[src/rtl/rom_loader_wide.sv]
// rom_loader_wide: host-to-ioctl download bridge. Each HOST_DW-bit word taken from
// the ctrl module over a 4-phase req/ack handshake is split into LANES ioctl writes
// of OUT_DW bits. Writes are spaced by WR_GAP idle cycles and limited to the file
// size latched at download start. A drop of the download window aborts the transfer.
//
// state | meaning
// IDLE  | waiting for a host word (req high, ack low, download active)
// EMIT  | issue one lane as an ioctl write, or flag overflow if beyond the limit
// GAP   | forced idle cycles between consecutive write strobes
// WAIT  | all lanes issued, waiting for the host to drop req
module rom_loader_wide #(
    parameter int HOST_DW    = 32,
    parameter int OUT_DW     = 8,
    parameter int AW         = 27,
    parameter int WR_GAP     = 1,
    parameter int BIG_ENDIAN = 1
) (
    input  logic               clk,
    input  logic               reset,
    input  logic [HOST_DW-1:0] host_bootdata,
    input  logic               host_bootdata_req,
    input  logic               host_bootdata_download,
    output logic               host_bootdata_ack,
    input  logic [23:0]        host_bootdata_size,
    input  logic [2:0]         host_file_type,
    output logic               ioctl_download,
    output logic [15:0]        ioctl_index,
    output logic               ioctl_wr,
    output logic [AW-1:0]      ioctl_addr,
    output logic [OUT_DW-1:0]  ioctl_dout,
    output logic               loader_done,
    output logic               loader_overflow
);

    localparam int LANES = HOST_DW / OUT_DW;
    localparam int STEP  = OUT_DW / 8;
    localparam int LW    = (LANES > 1) ? $clog2(LANES) : 1;

    typedef enum logic [1:0] {
        S_IDLE,
        S_EMIT,
        S_GAP,
        S_WAIT
    } state_t;

    state_t              state_q;
    logic                dl_q;
    logic                ack_q;
    logic                wr_q;
    logic                download_q;
    logic                overflow_q;
    logic                done_q;
    logic [AW-1:0]       addr_q;
    logic [OUT_DW-1:0]   dout_q;
    logic [15:0]         index_q;
    logic [HOST_DW-1:0]  word_q;
    logic [LW-1:0]       lane_q;
    logic [2:0]          gap_q;
    // Byte count carries one extra bit over the limit so count+STEP never wraps.
    logic [25:0]         count_q;
    logic [24:0]         limit_q;

    logic                start_d;
    logic                fall_d;
    logic                fits_d;
    logic                last_lane_d;
    logic [OUT_DW-1:0]   lane_dout_d;
    logic [15:0]         index_d;
    logic [HOST_DW-1:0]  word_shift_d;

    // Edge detection, limit check, lane selection and file-type decode.
    always_comb begin
        start_d     = host_bootdata_download & ~dl_q;
        fall_d      = ~host_bootdata_download & dl_q;
        fits_d      = (count_q + 26'(STEP)) <= {1'b0, limit_q};
        last_lane_d = (lane_q == LW'(LANES - 1));
        // The word register shifts after every lane, so lane 0 position always holds the next lane.
        if (BIG_ENDIAN != 0) begin
            lane_dout_d  = word_q[HOST_DW-1 -: OUT_DW];
            word_shift_d = word_q << OUT_DW;
        end else begin
            lane_dout_d  = word_q[OUT_DW-1:0];
            word_shift_d = word_q >> OUT_DW;
        end
        case (host_file_type)
            3'b111:  index_d = 16'h0000;
            3'b010:  index_d = 16'h001F;
            default: index_d = 16'h005F;
        endcase
    end

    // Download session control, handshake and lane-unpacking FSM.
    always_ff @(posedge clk or posedge reset) begin
        if (reset) begin
            state_q    <= S_IDLE;
            dl_q       <= 1'b0;
            ack_q      <= 1'b0;
            wr_q       <= 1'b0;
            download_q <= 1'b0;
            overflow_q <= 1'b0;
            done_q     <= 1'b1;
            addr_q     <= '0;
            dout_q     <= '0;
            index_q    <= '0;
            word_q     <= '0;
            lane_q     <= '0;
            gap_q      <= '0;
            count_q    <= '0;
            limit_q    <= '0;
        end else begin
            dl_q <= host_bootdata_download;
            wr_q <= 1'b0;
            if (!host_bootdata_req) begin
                ack_q <= 1'b0;
            end
            // Address advances the cycle after its strobe; count was already advanced in EMIT.
            if (wr_q) begin
                addr_q <= addr_q + AW'(STEP);
                if (count_q == {1'b0, limit_q}) begin
                    done_q <= 1'b1;
                end
            end
            if (fall_d) begin
                state_q    <= S_IDLE;
                ack_q      <= 1'b0;
                done_q     <= 1'b1;
                download_q <= 1'b0;
            end else if (start_d) begin
                state_q    <= S_IDLE;
                addr_q     <= '0;
                count_q    <= '0;
                overflow_q <= 1'b0;
                done_q     <= 1'b0;
                download_q <= 1'b1;
                index_q    <= index_d;
                limit_q    <= {1'b0, host_bootdata_size} + 25'd1;
            end else begin
                case (state_q)
                    S_IDLE: begin
                        if (host_bootdata_req && download_q && !ack_q) begin
                            word_q  <= host_bootdata;
                            ack_q   <= 1'b1;
                            lane_q  <= '0;
                            state_q <= S_EMIT;
                        end
                    end
                    S_EMIT: begin
                        if (fits_d) begin
                            wr_q    <= 1'b1;
                            dout_q  <= lane_dout_d;
                            count_q <= count_q + 26'(STEP);
                        end else begin
                            overflow_q <= 1'b1;
                        end
                        word_q <= word_shift_d;
                        if (last_lane_d) begin
                            state_q <= S_WAIT;
                        end else begin
                            lane_q <= lane_q + LW'(1);
                            if (WR_GAP == 0) begin
                                state_q <= S_EMIT;
                            end else begin
                                gap_q   <= 3'(WR_GAP - 1);
                                state_q <= S_GAP;
                            end
                        end
                    end
                    S_GAP: begin
                        if (gap_q == 3'd0) begin
                            state_q <= S_EMIT;
                        end else begin
                            gap_q <= gap_q - 3'd1;
                        end
                    end
                    S_WAIT: begin
                        if (!host_bootdata_req || !ack_q) begin
                            state_q <= S_IDLE;
                        end
                    end
                    default: state_q <= S_IDLE;
                endcase
            end
        end
    end

    assign host_bootdata_ack = ack_q;
    assign ioctl_download    = download_q;
    assign ioctl_index       = index_q;
    assign ioctl_wr          = wr_q;
    assign ioctl_addr        = addr_q;
    assign ioctl_dout        = dout_q;
    assign loader_done       = done_q;
    assign loader_overflow   = overflow_q;

endmodule

[config.mk]
export PLATFORM = sky130hd
export DESIGN_NAME = rom_loader_wide
export DESIGN_NICKNAME = d
export VERILOG_FILES = /design/src/rtl/rom_loader_wide.sv
export SDC_FILE = /design/constraint.sdc
export NUM_CORES = 1
export LEC_CHECK = 0
export ABC_AREA = 1
export BUFFER_PORTS_ARGS = -buffer_cell sky130_fd_sc_hd__buf_4
export CORE_MARGIN = 3
export CORE_UTILIZATION = 45
export CTS_CLUSTER_DIAMETER = 60
export DETAILED_ROUTE_END_ITERATION = 6
export PLACE_DENSITY = 0.69
export SYNTH_ARGS = -nofsm -noshare
export SYNTH_HDL_FRONTEND = slang
export SYNTH_SLANG_ARGS = --single-unit
[constraint.sdc]
create_clock -name clk -period 8.3 [get_ports clk]
set_input_delay 0.415 -clock clk [delete_from_list [all_inputs] [get_ports clk]]
set_output_delay 0.415 -clock clk [all_outputs]
set_load 0.02 [all_outputs]
==> results of run 1 <==
Yosys cell counts, drive strengths merged (15+ instances only):
library cell | instances | area [um2]
a21oi | 28 | 140
buf | 26 | 193
clkbuf | 25 | 93.8
dfrtp | 132 | 3300
ha | 33 | 413
inv | 132 | 495
nand2 | 210 | 833
nand3 | 67 | 380
nand4 | 40 | 263
nor2 | 89 | 359
nor3 | 34 | 190
o211ai | 26 | 200
o21ai | 86 | 460
xnor2 | 15 | 131
xor2 | 34 | 298
state kept, by name, summed over array words and instances (netlist names):
signal / count
word_q: 32
ioctl_addr: 27
count_q: 26
limit_q: 25
ioctl_dout: 8
gap_q: 3
ioctl_index: 2
lane_q: 2
state_q: 2
dl_q: 1
host_bootdata_ack: 1
ioctl_download: 1
ioctl_wr: 1
loader_done: 1
loader_overflow: 1
power groups by stage:
| stage | logic, mW | registers, mW | clock network, mW |
|---|---|---|---|
| global placement | 0.583 | 0.872 | 0 |
| detailed placement | 0.595 | 0.874 | 0 |
| floorplan | 0.409 | 0.886 | 0 |
| CTS | 0.598 | 0.864 | 0.758 |
| finish | 0.596 | 0.864 | 0.746 |
| global route | 0.680 | 0.878 | 0.787 |
cell families after synthesis:
family | Yosys count | synth area share
AOI/OAI and AO/OA | 173 | 0.129
xor gates and xnor gates | 49 | 0.0530
adders and majority gates | 33 | 0.0510
buffers and inverters | 184 | 0.0970
DFF | 133 | 0.411
other | 1 | 0.000463
and+or+nand+nor | 450 | 0.259
worst min path at each step:
stage / from / end / slack [ns] / cells after the start
detailed placement: loader_done / loader_done / 0.46 / 2
floorplan: lane_q[1] / lane_q[1] / 0.45 / 2
finish: reset / ioctl_addr[11] / 0.03 / 2
global placement: loader_done / loader_done / 0.46 / 2
CTS: reset / ioctl_addr[12] / 0.06 / 2
global route: reset / ioctl_addr[11] / 0.08 / 2
layer usage:
metal,vias to the layer above,track usage,share of wire
met3,20,0.0475,0.067
met5,-,0,0
li1,3572,-,-
met1,3303,0.305,0.48
met2,221,0.305,0.44
met4,0,0.0627,0.013
stage by stage:
stage                     setup WS (ns)  utilization  instance area [um2]  hold slack (ns)  power (mW)
final                              4.78        0.548                 9580           0.0324        2.21
after global routing               4.43        0.548                 9580           0.0765        2.35
after CTS                          4.76        0.548                 9580           0.0619        2.22
after detailed placement           4.79        0.515                 9000            0.461        1.47
after global placement             4.85        0.515                 9000            0.455        1.45
after floorplan                    4.33            -                 8140            0.446        1.30
area by class of cell:
type / instances / share of cell area
multi-input combinational: 715 / 0.421
inverter: 133 / 0.0527
tap: 225 / 0.0294
clock buffer: 19 / 0.0452
sequential: 133 / 0.348
timing repair buffer: 113 / 0.0886
clock inverter: 13 / 0.0152
==> results.md, run 1 <==
- CP Data Arrival Time: 3.83 ns
- Placed cell count: 1319
- Buf+Inv Stages, Crit Path: 2
- Synth Instances: 1023
- Final Hold Viols: 0
- Post-CTS sizing: 0
- Worst-Skew Late Latency: 0.43 ns
- Hpwl dp: 14500 um
- Clk pwr share: 0.338
- Cell row count: 48
- Critical path startpoint category: flop
- Wirelength, routed: 19800 um
- Drt pass-1 iters: 5
- Part of the Yosys area used for sequential elements: 0.411
- CTS tree: done
- I/O Buffers: 108
- LEAKAGE: 4.63 nW
- Most frequent cells in the layout: nand2_1 (205), dfrtp_1 (132), inv_1 (129)
- Via count: 7116
- Antenna cell count: 0
- Final cell count without fillers: 1351
- Multi-input logic area: 4030 um2
- DR WL/cell: 14.6 um
- Crit path launch: count_q[0]
- Main synth FF type: dfrtp_1
- Clk buf depth: 2
- Type of the tightest min-delay check: input port to async pin
- DRT antenna net count: 0
- Vias in the first global route: 6692
- CP peak stage delay: 0.52 ns
- Yosys reg bits: 133
- GRT Overall Usage: 0.207
- Worst r2r src: count_q[0]
- DR iter-0 viols: 594
- Synth async-reset ratio: 1.00
- Mapped Area: 8100 um2
- Slowest cell on the critical path: dfrtp_1
- Post-synthesis cell type count: 52
- Crit share post-route: 0.424
- Fraction of layout cells with a size suffix above 1: 0.166
- Unrepaired setup endpoints after global routing: false
- Clock slew at reported path FFs: 0.06 ns
- Seq pwr share: 0.392
- Initial Utilization: 0.464
- RR Endpoint: count_q[24]
- Max Clock Skew: 0.0115 ns
- Seq. cell area: 3330 um2
- Comb pwr share: 0.270
- Top cell by count, worst path: nand3_1
- CP Class: flop to flop
- Worst R2R Path Depth: 19
- CTS buffer count: 17
- Pint: 1.44 mW
- Htree depth: 4
- PwrDens: 230 nW/um2
- Setup crit end: count_q[24]
- # clock sinks: 133
- Final worst path period need: 3.52 ns
- Yosys warns: 0
- Final setup vio count: 0
- Drt via density: 5.27
- Cts hold-fix bufs: 0
- GRT overflow: 0
- Relative slew slack: 0.329
- # IOs: 119
- Critical Path, Cell by Cell: ha_1 > nand3_1 > nor2_2 > nand3_1 > nor3_2 > nand2_1 > nor2_1 > xor2_1 > ha_1 > nand3_1 > inv_1 > a21oi_1 > o211ai_2 > inv_2 > nand2_2 > nand2_8 > nand2_8 > nand3_1 > nand2_1
- Maximum number of pins on one net before global-route repair: 75
- Switching pwr: 0.763 mW
- Setup TNS: 0 ns
- Delay-heaviest family, CP: simple AND/OR/NAND/NOR gates
- Worst Path Required: 8.61 ns
- Fmax: 284 MHz
- FILL cells: 1637
- Peak VDD IR: 0.000162 V
- Post-synth EDFFs: 0
- Crit. End Element: flop
- Post-CTS Setup Inserts: 0
- Commonest non-fill, non-tap cell in the layout: nand2_1
- GP Congestion: 0.954
- CP max FO: 27
- First-pass GRT wire length: 33400 um
- Syn Area/Cell: 7.92 um2
- Nets: 1209
- Layout area overhead: 18.2%
- Drt drc: 0
- CP Depth: 19
- R2R setup slack: 4.78 ns
- Pins over their slew limit: 0
- Core area: 17500 um2
- Sw frac: 0.346
- Max Cap Viol: 0
- Full die area: 19600 um2
- Worst Tran Pin Value: 1.00 ns
- Die width: 140 um
- Die height: 140 um
- Status: finished clean
- Root Buffer: clkbuf_16
- Initial antenna violation count: 0
No activity file was read; power rests on OpenSTA's default activity.
==> run 2: changes to the inputs <==
clock period = 3.3 ns   (was 8.3 ns; I/O delays follow)
==> results.md, run 2 (synthesis results as in run 1) <==
- Worst r2r src: count_q[1]
- Cell row count: 48
- # clock sinks: 133
- Comb pwr share: 0.279
- Commonest non-fill, non-tap cell in the layout: nand2_1
- Fin area: 10100 um2
- Pint: 3.78 mW
- Relative slew slack: 0.439
- Crit share post-route: 0.946
- DRT antenna net count: 0
- Fmax: 320 MHz
- Via count: 7205
- Worst slack, placed: 0.0780 ns
- Final setup vio count: 0
- First-pass GRT wire length: 33200 um
- CTS buffer count: 17
- CTS tree: done
- Vias in the first global route: 6683
- Placed cell count: 1336
- Hpwl dp: 14600 um
- R2R setup slack: 0.18 ns
- Initial Utilization: 0.464
- Wirelength, routed: 20000 um
- Worst-Skew Late Latency: 0.41 ns
- Max FFs per register: 32
- Max Clock Skew: 0.0129 ns
- LEAKAGE: 4.89 nW
- Final core occ: 0.576
- I/O Buffers: 108
- Worst R2R Path Depth: 19
- Crit. End Element: flop
- Final worst slack: 0.180 ns
- GRT Overall Usage: 0.206
- Final Hold Viols: 0
- Crit path launch: count_q[1]
- Nets: 1250
- Most frequent cells in the layout: nand2_1 (204), buf_4 (132), dfrtp_1 (131)
- Worst Tran Pin Value: 0.839 ns
- Peak VDD IR: 0.000411 V
- Final worst path period need: 3.12 ns
- Final cell count without fillers: 1392
- DR iter-0 viols: 442
- Clock slew at reported path FFs: 0.06 ns
- Max Cap Viol: 0
- Pins over their slew limit: 0
- Worst Path Required: 3.60 ns
- Htree depth: 4
- Full die area: 19600 um2
- Fraction of layout cells with a size suffix above 1: 0.187
- Status: finished clean
- Die height: 140 um
- Clk pwr share: 0.343
- Largest Register: word_q
- Die width: 140 um
- CP Class: flop to flop
- Initial antenna violation count: 0
- Root Buffer: clkbuf_16
- Hold-critical path depth: 3
- Critical path startpoint category: flop
- DR WL/cell: 14.4 um
- CP Data Arrival Time: 3.42 ns
- Worst Hold Path EP: word_q[11]
- RR Endpoint: ioctl_dout[6]
- PwrDens: 566 nW/um2
- CP max FO: 16
- Instance area after placement: 9150 um2
- Drt drc: 0
- # IOs: 119
- GP Congestion: 0.941
- Drt pass-1 iters: 5
- Unrepaired setup endpoints after global routing: true
- Type of the tightest min-delay check: input port to flop
- Seq pwr share: 0.378
- Core area: 17500 um2
- Maximum number of pins on one net before global-route repair: 94
- Hold wc startpoint: host_bootdata[11]
- Clk buf depth: 2
- Drt via density: 5.18
- GRT overflow: 0
- Switching pwr: 1.91 mW
- Antenna cell count: 0
- Sw frac: 0.336
- Layout area overhead: 24.3%
==> run 2: critical path, cell delays in order (launching register included) <==
cell and delay, ns:
dfrtp_2 0.39, ha_1 0.21, nand3_2 0.13, nor2_4 0.16
nand3_2 0.13, nor3_4 0.22, nand2_2 0.09, nor2_1 0.12
xor2_1 0.23, ha_1 0.29, nand3_1 0.08, inv_1 0.05
a21oi_1 0.17, o211ai_2 0.11, inv_2 0.06, nand2_2 0.09
nand2_8 0.16, nand2_4 0.16, nand2_1 0.12, o21ai_2 0.05
==> run 2: metal layers <==
layer,part of all wire,GRT usage,up-vias,wire [um]
met2,0.45,0.309,205,9020
met4,0.0098,0.0556,0,197
li1,-,-,3649,-
met5,0,0,-,0
met1,0.48,0.304,3333,9580
met3,0.062,0.0410,18,1240
==> run 2: how the worst max path moves through the flow <==
stage,endpoint,slack (ns),cells past startpoint
floorplan,ioctl_dout[0],0.44,20
global placement,count_q[18],0.16,19
detailed placement,count_q[24],0.08,19
CTS,count_q[24],0.05,19
global route,ioctl_dout[5],-0.006,19
finish,ioctl_dout[6],0.18,19
==> run 2: power by group through the flow <==
stage / Sequential, mW / Clock (mW) / Combinational, mW
2_1_floorplan: 2.23 / 0 / 1.03
4_1_cts: 2.16 / 2.00 / 1.56
5_1_grt: 2.19 / 2.08 / 1.80
3_5_place_dp: 2.18 / 0 / 1.53
3_3_place_gp: 2.18 / 0 / 1.50
6_report: 2.15 / 1.95 / 1.59
==> run 2: timing repair <==
action,CTS,global route
setup buffers,0,4
hold buffers,18,0
resized for setup,0,11
hold endpoints to repair,149,0
endpoints found under the setup margin,0,35
==> run 2: through the flow <==
stage	hold WS (ns)	setup TNS (ns)	total power, mW
floorplan	0.196	0	3.26
global placement	0.296	0	3.68
detailed placement	0.296	0	3.72
CTS	0.0000290	0	5.71
global route	0.00658	-0.00682	6.07
finish	0.0117	0	5.70
==> run 2: cell type report <==
type / instances / area [um2]
repair buffers: 153 / 1240
inverters: 133 / 503
clock buffers: 19 / 443
clock inverters: 13 / 174
well taps: 225 / 282
multi-input cells: 716 / 4100
flip-flops and latches: 133 / 3330
fillers: 1543 / 7410
==> run 3: changes to the inputs <==
ABC_AREA = 0   (was 1)
PLACE_DENSITY = 0.7   (was 0.69)
==> results.md, run 3 <==
- DRT antenna net count: 0
- Crit share post-route: 1.15
- Final setup vio count: 34
- Main synth FF type: dfrtp_1
- Pins over their slew limit: 0
- Drt drc: 0
- DR WL/cell: 15.7 um
- CP Data Arrival Time: 4.08 ns
- Violated checks: setup timing
- Antenna cell count: 0
- Worst hold slack: 0.0159 ns
- Vias in the first global route: 6326
- Instance area after placement: 9070 um2
- Nets: 1088
- Synth async-reset ratio: 1.00
- Final cell count without fillers: 1221
- Slowest cell on the critical path: or4b_1
- Initial Utilization: 0.470
- Unrepaired setup endpoints after global routing: true
- Drt pass-1 iters: 5
- CP Class: flop to flop
- Type of the tightest min-delay check: input port to flop
- Max Clock Skew: 0.00987 ns
- Fraction of layout cells with a size suffix above 1: 0.262
- Status: finished with violations
- Largest Register: word_q
- Yosys reg bits: 133
- Most frequent cells in the layout: buf_4 (180), dfrtp_1 (132), nand2_1 (89)
- GRT Overall Usage: 0.209
- Post-synthesis cell type count: 62
- CP max FO: 8
- Worst Tran Pin Value: 0.713 ns
- CTS tree: done
- CTS buffer count: 17
- Area share of the largest cell type after synthesis: 0.433
- Mapped Area: 7630 um2
- Setup TNS: -14.30 ns
- Worst Path Required: 3.59 ns
- Cell row count: 46
- Wirelength, routed: 19200 um
- Htree depth: 4
- Final Hold Viols: 0
- CP peak stage delay: 0.51 ns
- Leading cell type by number of instances after synthesis: dfrtp_1
- Synth area leader: dfrtp_1
- Seq. cell area: 3330 um2
- CP Depth: 15
- Yosys warns: 0
- Dominant cells by area after synthesis: dfrtp_1 (43%), xor2_1 (5.6%), ha_1 (5.4%), xnor2_1 (4.8%), nand2_1 (4.6%)
- Drt via density: 5.31
- Final worst slack: -0.489 ns
- PwrDens: 576 nW/um2
- Multi-input logic area: 4060 um2
- Hpwl dp: 13100 um
- Commonest non-fill, non-tap cell in the layout: buf_4
- Maximum number of pins on one net before global-route repair: 134
- Placed cell count: 1167
- Max Cap Viol: 0
- Top cell by count, worst path: nor4_4
- Part of the Yosys area used for sequential elements: 0.436
- LEAKAGE: 5.00 nW
- First-pass GRT wire length: 30900 um
- Critical path startpoint category: flop
- DR iter-0 viols: 458
- Fin area: 10100 um2
- Final core occ: 0.622
- Die width: 136 um
- Full die area: 18600 um2
- GP Congestion: 0.900
- Post-synth EDFFs: 0
- FILL cells: 1352
- Layout area overhead: 32.2%
- Peak VDD IR: 0.000383 V
- # IOs: 119
- Clock slew at reported path FFs: 0.06 ns
- Initial antenna violation count: 0
- Fmax: 264 MHz
- Critical Path, Cell by Cell: and3_4 > nand3_4 > nor4_4 > buf_4 > nand2_4 > xnor2_2 > ha_1 > nand4_1 > nor4_4 > nand2_2 > nor4_4 > a31oi_4 > or4b_1 > buf_6 > mux2_4
- Worst-Skew Late Latency: 0.42 ns
- Relative slew slack: 0.525
- Post-synth top cells: dfrtp_1 (132), nand2_1 (93), nor2_1 (85)
- I/O Buffers: 108
- Synth Instances: 820
- Final worst path period need: 3.79 ns
- Via count: 6484
- Delay-heaviest family, CP: simple AND/OR/NAND/NOR gates
- Die height: 136 um
- Worst R2R Path Depth: 15
- GRT overflow: 0
- Syn Area/Cell: 9.31 um2
- Root Buffer: clkbuf_16
- # clock sinks: 133
- Buf+Inv Stages, Crit Path: 2
- Crit. End Element: flop
- Max FFs per register: 32
- Hold-critical path depth: 3
- Clk buf depth: 2
- Core area: 16200 um2
run 3: cell count changes in the layout (fill, tap and decap cells not counted), moves of 16 or more:
cell      delta
xnor2_1     +23
nand3_1     -25
o21ai_0     -31
buf_4       +48
mux2i_1     +27
nand2_1    -115
o211ai_1    -24
inv_1       -89
xor2_1      +16
nor3_1      -18
nand4_1     -18
run 3: what timing repair did:
| action | 4_1_cts | 5_1_grt |
|---|---|---|
| cloned | 2 | 0 |
| buffers inserted | 4 | 4 |
| setup endpoints to repair | 36 | 36 |
| pin swaps | 5 | 7 |
| resized for setup | 13 | 11 |
| hold endpoints to repair | 19 | 0 |
| hold buffers | 12 | 0 |
run 3: worst min-delay path, cell delays in order:
cell and delay [ns]:
buf_4 0.11, nand2_1 0.05, o21ai_0 0.07
run 3: cell type report:
type,instances,area share
clock buffers,18,0.0435
inverters,41,0.0156
repair buffers,200,0.162
well taps,216,0.0268
clock inverters,14,0.0196
multi-input cells,599,0.403
flip-flops and latches,133,0.330
run 3: report_power, final:
group / internal (mW) / switching, mW / leakage, nW
clock: 1.29 / 0.749 / 0.307
combinational: 0.726 / 0.836 / 2.99
sequential: 1.95 / 0.251 / 1.71
run 3: final timing paths:
kind	startpoint	to	slack, ns
worst max-delay path	count_q[2]	ioctl_dout[7]	-0.49
worst min-delay path	host_bootdata[1]	word_q[1]	0.02
worst max register to register	count_q[2]	ioctl_dout[7]	-0.49
worst min register to register	word_q[19]	word_q[19]	0.48
max in group asynchronous	reset	ioctl_addr[9]	2.27
min in group asynchronous	reset	ioctl_addr[21]	0.49
run 3: stage by stage:
stage / worst slack, ns / power, mW
after floorplan: -0.202 / 3.18
after global placement: -0.378 / 3.63
after detailed placement: -0.534 / 3.68
after CTS: -0.429 / 5.83
after global routing: -0.600 / 6.10
final: -0.489 / 5.81
run 3: logic make-up after synthesis:
group	count (synthesis)	synth area share
XOR/XNOR	91	0.104
multiplexers	36	0.0526
AND/OR/NAND/NOR	291	0.179
flip-flops	133	0.436
adder cells (fa/ha/maj)	33	0.0541
other	1	0.000491
buffers and inverters	97	0.0587
AO/OA/AOI/OAI	138	0.114
run 3: per-layer routing:
metal	wire length [um]	track usage	vias up
li1	-	-	3154
met1	8580	0.283	3101
met2	9230	0.337	193
met3	950	0.0415	36
met4	433	0.0722	0
met5	0	0	-
